**src/rtl/hall_input_monitor.sv**
```systemverilog
// Hall-sensor front end for one motor: synchronize, debounce, classify connection
// state, and track step count, direction and step period for the commutation stage.
module hall_input_monitor #(
    parameter int SYNC_STAGES     = 2,
    parameter int DEBOUNCE_CYCLES = 4,
    parameter int COUNT_WIDTH     = 8,
    parameter int PERIOD_WIDTH    = 16
) (
    input  logic                    clk,
    input  logic                    rst_n,
    input  logic                    hall_a,
    input  logic                    hall_b,
    input  logic                    hall_c,
    input  logic                    count_load,
    input  logic [COUNT_WIDTH-1:0]  count_load_value,
    output logic [2:0]              hall_state,
    output logic                    connected,
    output logic                    fault,
    output logic [COUNT_WIDTH-1:0]  hall_count,
    output logic                    direction,
    output logic                    step_pulse,
    output logic                    step_error,
    output logic [PERIOD_WIDTH-1:0] step_period
);

    localparam int STB_W = (DEBOUNCE_CYCLES > 1) ? $clog2(DEBOUNCE_CYCLES) : 1;
    localparam logic [STB_W-1:0]        STB_MAX = STB_W'(DEBOUNCE_CYCLES - 1);
    localparam logic [STB_W-1:0]        STB_ONE = STB_W'(1);
    localparam logic [PERIOD_WIDTH-1:0] PER_MAX = '1;
    localparam logic [PERIOD_WIDTH-1:0] PER_ONE = PERIOD_WIDTH'(1);
    localparam logic [COUNT_WIDTH-1:0]  CNT_ONE = COUNT_WIDTH'(1);
    localparam logic [2:0]              H_OPEN  = 3'b111;
    localparam logic [2:0]              H_SHORT = 3'b000;

    typedef enum logic [1:0] {
        ST_DISC  = 2'd0,
        ST_RUN   = 2'd1,
        ST_FAULT = 2'd2
    } state_t;

    state_t                      state_q, state_d;
    logic [SYNC_STAGES-1:0][2:0] sync_q;
    logic [2:0]                  sync_val;
    logic [2:0]                  cand_q, cand_d;
    logic [STB_W-1:0]            stable_q, stable_d;
    logic                        filt_upd;
    logic [2:0]                  new_pos, cur_pos;
    logic                        step_fwd, step_rev, jump, step;
    logic [PERIOD_WIDTH-1:0]     per_cnt;

    // Position around the six-state forward cycle; 7 marks an invalid code.
    function automatic logic [2:0] hall_pos(input logic [2:0] h);
        case (h)
            3'b101:  hall_pos = 3'd0;
            3'b100:  hall_pos = 3'd1;
            3'b110:  hall_pos = 3'd2;
            3'b010:  hall_pos = 3'd3;
            3'b011:  hall_pos = 3'd4;
            3'b001:  hall_pos = 3'd5;
            default: hall_pos = 3'd7;
        endcase
    endfunction

    function automatic logic [2:0] pos_inc(input logic [2:0] p);
        return (p == 3'd5) ? 3'd0 : p + 3'd1;
    endfunction

    always_ff @(posedge clk or negedge rst_n) begin
        if (!rst_n) sync_q <= {SYNC_STAGES{H_OPEN}};
        else        sync_q <= {sync_q[SYNC_STAGES-2:0], hall_a, hall_b, hall_c};
    end

    assign sync_val = sync_q[SYNC_STAGES-1];

    // The sample that loads the candidate counts as the first stable one, so the
    // filtered value moves on the same edge the count reaches its limit.
    always_comb begin
        cand_d   = cand_q;
        stable_d = stable_q;
        if (sync_val != cand_q) begin
            cand_d   = sync_val;
            stable_d = '0;
        end else if (stable_q != STB_MAX) begin
            stable_d = stable_q + STB_ONE;
        end
    end

    assign filt_upd = (stable_d == STB_MAX) && (cand_d != hall_state);
    assign new_pos  = hall_pos(cand_d);
    assign cur_pos  = hall_pos(hall_state);

    always_comb begin
        state_d  = state_q;
        step_fwd = 1'b0;
        step_rev = 1'b0;
        jump     = 1'b0;
        if (filt_upd) begin
            case (state_q)
                ST_DISC: begin
                    if (cand_d == H_SHORT)     state_d = ST_FAULT;
                    else if (new_pos != 3'd7)  state_d = ST_RUN;
                end
                ST_RUN: begin
                    if (cand_d == H_OPEN)                  state_d  = ST_DISC;
                    else if (cand_d == H_SHORT)            state_d  = ST_FAULT;
                    else if (new_pos == pos_inc(cur_pos))  step_fwd = 1'b1;
                    else if (cur_pos == pos_inc(new_pos))  step_rev = 1'b1;
                    else                                   jump     = 1'b1;
                end
                ST_FAULT: begin
                    if (cand_d == H_OPEN) state_d = ST_DISC;
                end
                default: state_d = ST_DISC;
            endcase
        end
    end

    assign step = step_fwd | step_rev;

    always_ff @(posedge clk or negedge rst_n) begin
        if (!rst_n) begin
            state_q     <= ST_DISC;
            cand_q      <= H_OPEN;
            stable_q    <= '0;
            hall_state  <= H_OPEN;
            hall_count  <= '0;
            direction   <= 1'b0;
            step_pulse  <= 1'b0;
            step_error  <= 1'b0;
            step_period <= '0;
            per_cnt     <= '0;
        end else begin
            state_q    <= state_d;
            cand_q     <= cand_d;
            stable_q   <= stable_d;
            step_pulse <= step;
            step_error <= jump;
            if (filt_upd) hall_state <= cand_d;
            // An SPI load overrides a same-cycle step's count change.
            if (count_load)    hall_count <= count_load_value;
            else if (step_fwd) hall_count <= hall_count + CNT_ONE;
            else if (step_rev) hall_count <= hall_count - CNT_ONE;
            if (step) direction <= step_fwd;
            // The step edge itself is the first cycle of the next period.
            if (state_d != ST_RUN) begin
                per_cnt     <= '0;
                step_period <= '0;
            end else if (step) begin
                per_cnt     <= PER_ONE;
                step_period <= per_cnt;
            end else if (per_cnt != PER_MAX) begin
                per_cnt <= per_cnt + PER_ONE;
            end
        end
    end

    assign connected = (state_q == ST_RUN);
    assign fault     = (state_q == ST_FAULT);

endmodule

```
**config.mk**
```make
export PLATFORM = sky130hd
export DESIGN_NAME = hall_input_monitor
export DESIGN_NICKNAME = d
export VERILOG_FILES = /design/src/rtl/hall_input_monitor.sv
export SDC_FILE = /design/constraint.sdc
export NUM_CORES = 1
export LEC_CHECK = 0
export CAP_MARGIN = 20
export CORE_ASPECT_RATIO = 0.9
export CORE_MARGIN = 2
export CORE_UTILIZATION = 50
export DETAILED_ROUTE_END_ITERATION = 16
export PLACE_DENSITY = 0.84
export SLEW_MARGIN = 10
export SYNTH_ARGS = -nofsm -noshare
export SYNTH_HDL_FRONTEND = slang
export SYNTH_SLANG_ARGS = --single-unit
```
**constraint.sdc**
```tcl
create_clock -name clk -period 3.5 [get_ports clk]
set_input_delay 0.7 -clock clk [delete_from_list [all_inputs] [get_ports clk]]
set_output_delay 0.7 -clock clk [all_outputs]
set_load 0.02 [all_outputs]
```
==> out/summary.log <==
INFO  pwr            design_power_total=1.623mW
INFO  pwr            pwr_density_cell=421.8mW/mm^2
INFO  worst_setup_path worstSetupPathType=reg -> reg
INFO  detailed_routing postRouteWirelength=6804microns
INFO  timing         worst_case_headroom_to_the_max_slew_limit=0.5780
INFO  worst_setup_path endpoint_kind=flip-flop
INFO  floorplan      initial_utilization=0.5193
INFO  worst_setup_path reg2reg_from=sync_val[1]
INFO  cells_and_area drive_above_1_share=0.1388
INFO  worst_setup_path timing.critical_path.fanout_max=9
INFO  clock_tree     clock-root-buffer=clkbuf_8
INFO  floorplan      die-area=0.007042sqmm
INFO  logic_synthesis synth_cell_type_count=62
INFO  timing         final_min_period_over_clock_period=0.9528
INFO  detailed_routing route.detailed.drc=0
INFO  clock_tree     worst_skew_pair.late_latency=340ps
INFO  worst_setup_path cp.arrival=3600ps
INFO  worst_setup_path setup.worst_path.end=hall_count[7]
INFO  timing         maxClockFrequency=299.9MHz
INFO  floorplan      placementRows=27
INFO  cells_and_area nFillCells=511
INFO  clock_tree     cts.clk_slew.worst_paths=70ps
INFO  logic_synthesis synth_top_cell_by_area=dfrtp_1
INFO  cells_and_area antenna_cells=0
INFO  global_routing grt_max_degree=26
INFO  clock_tree     clock_tree_from_tritoncts=yes
INFO  worst_hold_path hold_path_class=in -> async
INFO  global_routing grt_antenna_before_repair=0
INFO  logic_synthesis synth_top_cells_by_area=dfrtp_1, dfstp_2, a22o_1
INFO  global_routing vias_in_the_first_global_route=2417
INFO  logic_synthesis syn_std_cell_area=0.003193sqmm
INFO  global_routing grt_util_all_layers=0.2063
INFO  worst_setup_path reg2reg_setup_slack=170ps
INFO  floorplan      die_width=88.24microns
INFO  logic_synthesis post_synth.cell_area_avg=10.40squm
INFO  run            cap_violations=0
INFO  logic_synthesis synth_ff_type=dfrtp_1
INFO  worst_setup_path timing.critical_path.from=sync_val[1]
INFO  placement      place_hpwl=4851microns
INFO  cells_and_area layout.cells.non_filler=440
INFO  timing         fin_tns_setup=0ps
INFO  worst_setup_path depth_of_the_most_critical_reg_to_reg_path=11
INFO  placement      dp.cells=424
INFO  timing         maxSlewViolCount=0
INFO  logic_synthesis most_common_cell_in_the_netlist=dfrtp_1
INFO  cells_and_area finalNetCount=372
INFO  timing         finalWorstSetupSlack=165.2ps
INFO  cells_and_area area_growth_syn_to_layout=20.49%
INFO  logic_synthesis synth_top_area_share=0.3683
INFO  detailed_routing vias=2476
INFO  cells_and_area register_area=0.001491sqmm
INFO  outcome        outcome=finished, final reports clean
INFO  clock_tree     numClockSinks=59
INFO  clock_tree     cts-htree-levels=3
INFO  logic_synthesis yosys_register_bits=59
INFO  pwr            peakVddDrop=261.8uV
INFO  floorplan      coreArea=0.006148sqmm
INFO  detailed_routing detail_route.wl_per_cell=15.46microns
INFO  global_routing grt_pass1_wl=11230microns
INFO  cells_and_area area_of_the_multi_input_gates=0.001536sqmm
INFO  logic_synthesis yosys_warning_total=0
INFO  worst_setup_path crit-reg2reg-capture=hall_count[7]
INFO  floorplan      die_height=79.81microns
INFO  logic_synthesis synth_cells=307
INFO  logic_synthesis asyncSetResetFlopFracSynth=1.000
INFO  clock_tree     clk_path_buf_depth=2
INFO  floorplan      ioPinCount=46
INFO  timing         final.min_clock_period=3335ps
INFO  clock_tree     postCtsSetupBuffers=0
INFO  timing         finClkSkew=11.19ps
INFO  global_routing grt.overflow.total=0
INFO  timing         tightest_slew=631.0ps
INFO  timing         setup-violations-final=0
INFO  detailed_routing ant_nets=0
INFO  logic_synthesis ys_seq_area_frac=0.4671
INFO  logic_synthesis syn-num-nets=331
INFO  logic_synthesis number_of_synthesized_flops_with_an_enable_pin=0
INFO  placement      dp_worst_setup_slack=78.31ps
INFO  clock_tree     postCtsHoldBufs=0
INFO  logic_synthesis list_of_most_frequent_post_synthesis_cells=dfrtp_1, nor2_1, nand2_1, a22o_1, xnor2_1
INFO  pwr            power_leakage=1.562nW
INFO  worst_setup_path start_kind=flip-flop
INFO  detailed_routing drt_first_pass_iters=4
INFO  timing         hold_viol_final=0
INFO  worst_setup_path worst_path_required=3770ps
INFO  placement      routabilityCongestion=0.9047
INFO  detailed_routing post_drt_via_cell_ratio=5.627
INFO  placement      buffer_ports.inserted=45
INFO  timing         grt_setup_unrepaired=no
INFO  detailed_routing drt_first_iter_violations=197
INFO  clock_tree     cts-buffers-inserted=9
## state kept, by name (all words and copies together) (netlist names), 2 cells and up
| register | cells |
|---|---|
| per_cnt | 16 |
| step_period | 16 |
| hall_count | 8 |
| cand_q | 3 |
| hall_state | 3 |
| sync_q | 3 |
| sync_val | 3 |
| stable_q | 2 |
| state_q | 2 |
## cells by family after synthesis
family                   count (synthesis)  share of synthesized area
AO/OA/AOI/OAI                           78                     0.1975
buffers and inverters                   30                    0.05446
adder cells (fa/ha/maj)                 11                    0.04506
flip-flops                              59                     0.4671
multiplexers                             4                    0.01254
XOR/XNOR                                24                    0.06583
AND/OR/NAND/NOR                        101                     0.1575
## critical path: stages (launching register included)
cell and delay (ps):
dfstp_2 640, or3b_1 360, or3_4 340, o311ai_4 110, nand2_2 220, ha_1 360, a211oi_1 360, o21a_1 210
o21ai_0 120, a22o_1 210, a211oi_1 220, nand3b_1 130
## power by group
group	switching (mW)	internal, mW	total (mW)
registers	0.0352	0.712	0.747
logic	0.148	0.115	0.263
clock network	0.268	0.344	0.612
total	0.451	1.17	1.62
## metal layers
metal  GRT usage  wire length (microns)  vias up
met5           0                      0        -
met3     0.07446                    333        4
met2      0.3338                   3442       68
met4     0.05455                     31        0
li1            -                      -     1184
met1      0.2617                   2997     1220
## how the worst min path moves through the flow
stage	startpoint	to	slack, ps	cells after the start
6_report	rst_n	per_cnt[14]	290	1
5_1_grt	rst_n	per_cnt[14]	300	1
4_1_cts	rst_n	step_period[4]	280	1
3_5_place_dp	sync_q[2]	sync_val[2]	350	0
3_3_place_gp	sync_q[0]	sync_val[0]	350	0
2_1_floorplan	sync_q[0]	sync_val[0]	350	0
## cell usage in the layout, fill, tap and decap left out, types with 4 or more instances in the layout
cell,count
xor2_1,8
clkdlybuf4s50_1,44
a21oi_1,7
o211ai_1,7
and2_1,4
dfstp_2,12
nor3_1,6
xnor2_1,16
nand2_1,21
inv_1,9
o21ai_0,13
mux2i_1,4
a22o_1,18
clkbuf_8,10
nand3_1,15
a31oi_1,5
buf_4,4
dfrtp_1,47
nor2_1,30
ha_1,9
## per-stage QoR
step                      hold slack, ps    util  cell area (sq um)
after detailed placement           349.2  0.5928               3645
after CTS                          284.0  0.6243               3839
final                              286.9  0.6258               3847
after floorplan                    345.2       -               3193
after global placement             347.0  0.5928               3645
after global routing               300.2  0.6258               3847
## cell type report
| cell class | instances | share of cell area |
|---|---|---|
| clock buffer | 11 | 0.03675 |
| clock inverter | 5 | 0.01366 |
| inverter | 11 | 0.01073 |
| multi-input combinational | 218 | 0.3993 |
| sequential | 59 | 0.3876 |
| tap | 87 | 0.02829 |
| timing repair buffer | 49 | 0.1236 |
## what timing repair did
| item | in CTS | in global routing |
|---|---|---|
| resized for setup | 0 | 2 |
| hold endpoints to repair | 0 | 0 |
| setup endpoints to repair | 0 | 2 |
(Power assumes the default switching activity.)
